**config.mk**
```make
export PLATFORM = sky130hd
export DESIGN_NAME = syncfifo
export DESIGN_NICKNAME = d
export VERILOG_FILES = /design/src/rtl/syncfifo.sv
export SDC_FILE = /design/constraint.sdc
export NUM_CORES = 1
export LEC_CHECK = 0
export BUFFER_PORTS_ARGS = -buffer_cell sky130_fd_sc_hd__buf_2
export CORE_UTILIZATION = 51
export CTS_BUF_LIST = sky130_fd_sc_hd__clkbuf_16
export DETAILED_ROUTE_END_ITERATION = 6
export PLACE_DENSITY_LB_ADDON = 0.12
export SETUP_SLACK_MARGIN = 0.2
export SLEW_MARGIN = 40
export SYNTH_ARGS = -nofsm -noshare
export SYNTH_HDL_FRONTEND = slang
export SYNTH_SLANG_ARGS = --single-unit
```
**constraint.sdc**
```tcl
create_clock -name clk -period 6.31 [get_ports clk]
set_input_delay 1.893 -clock clk [delete_from_list [all_inputs] [get_ports clk]]
set_output_delay 1.893 -clock clk [all_outputs]
set_load 0.01 [all_outputs]
```
**src/rtl/syncfifo.sv**
```systemverilog
// ---------------------------------------------------------------------------
// syncfifo : single-clock first-word-fall-through FIFO
//
// Buffers entries between two blocks in the same clock domain. It uses a
// write/can_write and read/can_read handshake. It reports its occupancy and
// has programmable almost-full and almost-empty thresholds. Storage is a
// plain register array. Every one of its 2**ADDR_WIDTH entries is usable.
//
// Parameters
//   DATA_WIDTH          bits per entry
//   ADDR_WIDTH          log2 of depth (DEPTH = 2**ADDR_WIDTH)
//   ALMOST_FULL_MARGIN  almost_full  when level >= DEPTH - margin
//   ALMOST_EMPTY_MARGIN almost_empty when level <= margin
//
// Ports
//   clk           sole clock, rising edge
//   reset         asynchronous, active-high; empties the FIFO at once
//   write         push request, accepted when can_write
//   write_data    entry to push
//   can_write     FIFO not full
//   read          pop request, accepted when can_read
//   read_data     head entry; 0 while empty
//   can_read      FIFO not empty
//   level         occupancy 0..DEPTH
//   almost_full   threshold flag from level
//   almost_empty  threshold flag from level
//
// Optional build macro SYNCFIFO_ERROR_FLAGS_EN adds these ports:
//   clear_errors  clears both sticky flags on a clock edge
//   overflow      sticky; set after a write attempted while full
//   underflow     sticky; set after a read attempted while empty
// ---------------------------------------------------------------------------
module syncfifo #(
    parameter int DATA_WIDTH          = 16,
    parameter int ADDR_WIDTH          = 2,
    parameter int ALMOST_FULL_MARGIN  = 1,
    parameter int ALMOST_EMPTY_MARGIN = 1
) (
    input  logic                  clk,
    input  logic                  reset,
    input  logic                  write,
    input  logic [DATA_WIDTH-1:0] write_data,
    output logic                  can_write,
    input  logic                  read,
    output logic [DATA_WIDTH-1:0] read_data,
    output logic                  can_read,
    output logic [ADDR_WIDTH:0]   level,
    output logic                  almost_full,
`ifdef SYNCFIFO_ERROR_FLAGS_EN
    output logic                  almost_empty,
    input  logic                  clear_errors,
    output logic                  overflow,
    output logic                  underflow
`else
    output logic                  almost_empty
`endif
);

    localparam int DEPTH = 1 << ADDR_WIDTH;
    localparam logic [ADDR_WIDTH:0] AF_THRESH = (ADDR_WIDTH+1)'(DEPTH - ALMOST_FULL_MARGIN);
    localparam logic [ADDR_WIDTH:0] AE_THRESH = (ADDR_WIDTH+1)'(ALMOST_EMPTY_MARGIN);

    logic [DATA_WIDTH-1:0] r_mem [DEPTH];
    logic [ADDR_WIDTH:0]   r_wptr;
    logic [ADDR_WIDTH:0]   r_rptr;

    logic                  w_full;
    logic                  w_empty;
    logic                  w_wr_en;
    logic                  w_rd_en;
    logic [ADDR_WIDTH:0]   w_level;

    // The pointers carry one extra wrap bit. When the indices are equal, that
    // bit tells a full FIFO apart from an empty one.
    assign w_full  = (r_wptr[ADDR_WIDTH] != r_rptr[ADDR_WIDTH]) &&
                     (r_wptr[ADDR_WIDTH-1:0] == r_rptr[ADDR_WIDTH-1:0]);
    assign w_empty = (r_wptr == r_rptr);
    assign w_level = r_wptr - r_rptr;

    assign w_wr_en = write && !w_full;
    assign w_rd_en = read && !w_empty;

    assign can_write    = !w_full;
    assign can_read     = !w_empty;
    assign level        = w_level;
    assign almost_full  = (w_level >= AF_THRESH);
    assign almost_empty = (w_level <= AE_THRESH);

    // Gate the head to zero when empty, so stale array contents never
    // appear on the output.
    assign read_data = w_empty ? '0 : r_mem[r_rptr[ADDR_WIDTH-1:0]];

    always_ff @(posedge clk or posedge reset) begin
        if (reset) begin
            r_wptr <= '0;
            r_rptr <= '0;
        end else begin
            if (w_wr_en) r_wptr <= r_wptr + 1'b1;
            if (w_rd_en) r_rptr <= r_rptr + 1'b1;
        end
    end

    // The array contents are not reset. Only the pointers decide what is valid.
    always_ff @(posedge clk) begin
        if (w_wr_en) r_mem[r_wptr[ADDR_WIDTH-1:0]] <= write_data;
    end

`ifdef SYNCFIFO_ERROR_FLAGS_EN
    logic r_overflow;
    logic r_underflow;

    // A set event takes priority over clear_errors in the same cycle.
    always_ff @(posedge clk or posedge reset) begin
        if (reset) begin
            r_overflow  <= 1'b0;
            r_underflow <= 1'b0;
        end else begin
            if (write && w_full)        r_overflow <= 1'b1;
            else if (clear_errors)      r_overflow <= 1'b0;
            if (read && w_empty)        r_underflow <= 1'b1;
            else if (clear_errors)      r_underflow <= 1'b0;
        end
    end

    assign overflow  = r_overflow;
    assign underflow = r_underflow;
`endif

endmodule

```
==> impl_metrics.toml <==
[sta]
hold_viol_final = 0
slew-limit-headroom = 0.4489
finalCriticalPeriod_ns = 4.619
tns_ns = 0
slew_viol_final = 0
max_slew.worst_pin.slew_ns = 0.8267
rsz0062_at_grt = "false"
finClkSkew_ns = 0.005832
hold_slack_ns = 0.5613
fmax_mhz = 216.5
finalCritPeriodShare = 0.7320
setup_violations = 0

[floorplan]
fp-row-count = 27
io_pins = 43
fp.dieW_um = 77.83
core_area_um2 = 5540
die_y_um = 77.83
start_util = 0.5294
dieArea_um2 = 6058

[global_routing]
antenna_found_initial = 0
grt_max_degree = 20
grt-ovfl-total = 0
grt_pass1_vias = 1490
grt_pass1_wl_mm = 7.583
grt_usage = 0.1775

[detailed_routing]
vias = 1501
drc_errors = 0
ant_nets = 0
via_per_inst = 5.478
drt_iter0_markers = 122
wirelength_mm = 4.728
drtPass1Iterations = 4
wl_per_cell_um = 17.26

[min_path]
whs_path_depth = 1
worst_hold_path.endpoint = "r_wptr[0]"
hold_class = "flip-flop to flip-flop"
hold_start = "r_wptr[0]"

[cts]
cts_made_buffers = 9
cts_setup_buffers = 0
cts_buffer_depth = 2
cts-hold-fix-buffers = 0
clk_pin_slew_worst_paths_ns = 0.05
root_buffer = "clkbuf_16"
cts-htree-levels = 3
tritoncts = "done"
insertion_delay_ns = 0.32
cts_resized = 0
clock-sinks = 70

[worst_setup_path]
arrival_ns = 2.73
cpMaxStageDelayCell = "dfrtp_1"
slowest_delay_ns = 0.88
rr_endpoint = "r_mem[3][14]"
reg2reg_slack_ns = 3.82
ff2ff_path_depth = 4
rr_startpoint = "r_rptr[1]"
worstSetupPathType = "flip-flop to output port"
crit_fanout = 19
crit_buf_inv = 2
required_ns = 4.42
worst_setup_path_start_kind = "flip-flop"
worstPathCellList = "inv_1 > ha_1 > nand2_1 > nor2_4 > and2b_1 > buf_2"
crit_family = "flip-flops"
crit_path_end_kind = "output port"

[yosys]
synth_xor_area_frac = 0.01451
synth-warning-count = 0
synth_fp_nets = 176
synth_edf_count = 64
synthFlopType = "edfxtp_1"
synth-seq-cells = 70
synth.avg_cell_area_um2 = 19.82
yosysTopAreaCell = "edfxtp_1"
synth_top_family_by_area = "multiplexers"
synth-compound-area-share = 0.01792
yosysTopAreaCellShare = 0.6553
synthArstFlopShare = 0.08571
synth_common_cells = "edfxtp_1, mux4_2, nor2b_1"
synth_area_leaders = "edfxtp_1, mux4_2, mux4_1, dfrtp_1, ha_1"
muxShareOfSynthArea = 0.1433
seq_area_frac_synth = 0.7065
synthCells = 148
yosysMostFrequentCell = "edfxtp_1"
syn_area_um2 = 2933
ys_types = 25
synth_fa_ha_area_frac = 0.03669
yosys.area_share.simple = 0.05589

[power]
power.leakage_nw = 1.327
power_mw = 1.955
power_density_nw_per_um2 = 558.4
peakVddDrop_v = 0.0003371

[final_layout]
fin_util = 0.6319
final.fill_count = 424
fin_nets = 225
antenna_cells = 0
syn_to_final_growth_pct = 19.37
drive_gt1_frac = 0.3911
stdcell_area_um2 = 3501

[run_status]
status = "completed"

[flow_run]
max_cap_violations = 0

[place]
placed_cell_area_um2 = 3204
portBuffers = 42
hpwl_mm = 2.931
place_congestion = 0.7219
worst max path at each step:
stage	start	to	cells past startpoint
2_1_floorplan	r_rptr[1]	read_data[10]	8
3_3_place_gp	r_rptr[1]	read_data[0]	6
3_5_place_dp	r_rptr[1]	read_data[15]	6
4_1_cts	r_rptr[1]	read_data[15]	6
5_1_grt	r_rptr[1]	read_data[15]	6
6_report	r_rptr[1]	read_data[15]	6
registers in the layout (all words and copies together) (netlist names):
name	count
r_wptr	3
r_mem	64
r_rptr	3
layout make-up:
type	instances	area [µm²]	area share
Multi-Input combinational cell	65	799.5	0.2284
Tap cell	72	90.09	0.02573
Clock inverter	7	66.31	0.01894
Clock buffer	9	225.2	0.06433
Sequential cell	70	2072	0.5919
Timing Repair Buffer	43	217.7	0.06219
Inverter	8	30.03	0.008578
per-layer routing:
layer | track usage | wire, µm | up-vias
met3 | 0.04471 | 247 | 9
met2 | 0.2770 | 2328 | 51
met4 | 0.1019 | 94 | 0
met1 | 0.2271 | 2057 | 758
met5 | 0 | 0 | -
li1 | - | - | 683
worst reg2reg max path: cells and delay by family (launching register included):
kind	cells	cell delay [ns]
adder cells (fa/ha/maj)	1	0.39
flip-flops	1	0.88
AND/OR/NAND/NOR	2	0.67
buffers and inverters	1	0.20
logic make-up after synthesis:
logic type      Yosys count
fa+ha+maj                 8
flops                    70
mux                      19
simple gates             26
xor+xnor                  4
compound gates            8
buf+inv                  13
placed cells by master, fill, tap and decap left out, drive strengths merged:
master | Yosys | final
edfxtp | 64 | 64
buf | 5 | 43
mux4 | 16 | 16
nor2b | 10 | 10
inv | 8 | 9
clkbuf | 0 | 9
ha | 7 | 7
and2b | 6 | 6
dfrtp | 6 | 6
and3 | 4 | 4
mux2 | 3 | 3
nand2 | 3 | 3
xnor2 | 3 | 3
clkinvlp | 0 | 3
a21oi | 2 | 2
a31oi | 2 | 2
clkinv | 0 | 2
o21ai | 2 | 2
nor2 | 2 | 2
xor2 | 1 | 1
a31o | 1 | 1
nand3 | 1 | 1
a21o | 1 | 1
fa | 1 | 1
bufinv | 0 | 1
where the power goes:
part           switching [mW]  internal (mW)
combinational           0.408          0.369
clock                   0.177          0.302
sequential             0.0656          0.632
through the flow:
step	worst slack, ns	instances
6_report	1.691	274
5_1_grt	1.495	274
4_1_cts	1.375	274
3_5_place_dp	1.715	258
3_3_place_gp	1.476	258
2_1_floorplan	2.663	148
Note: power is estimated with default switching activity, not from simulation.
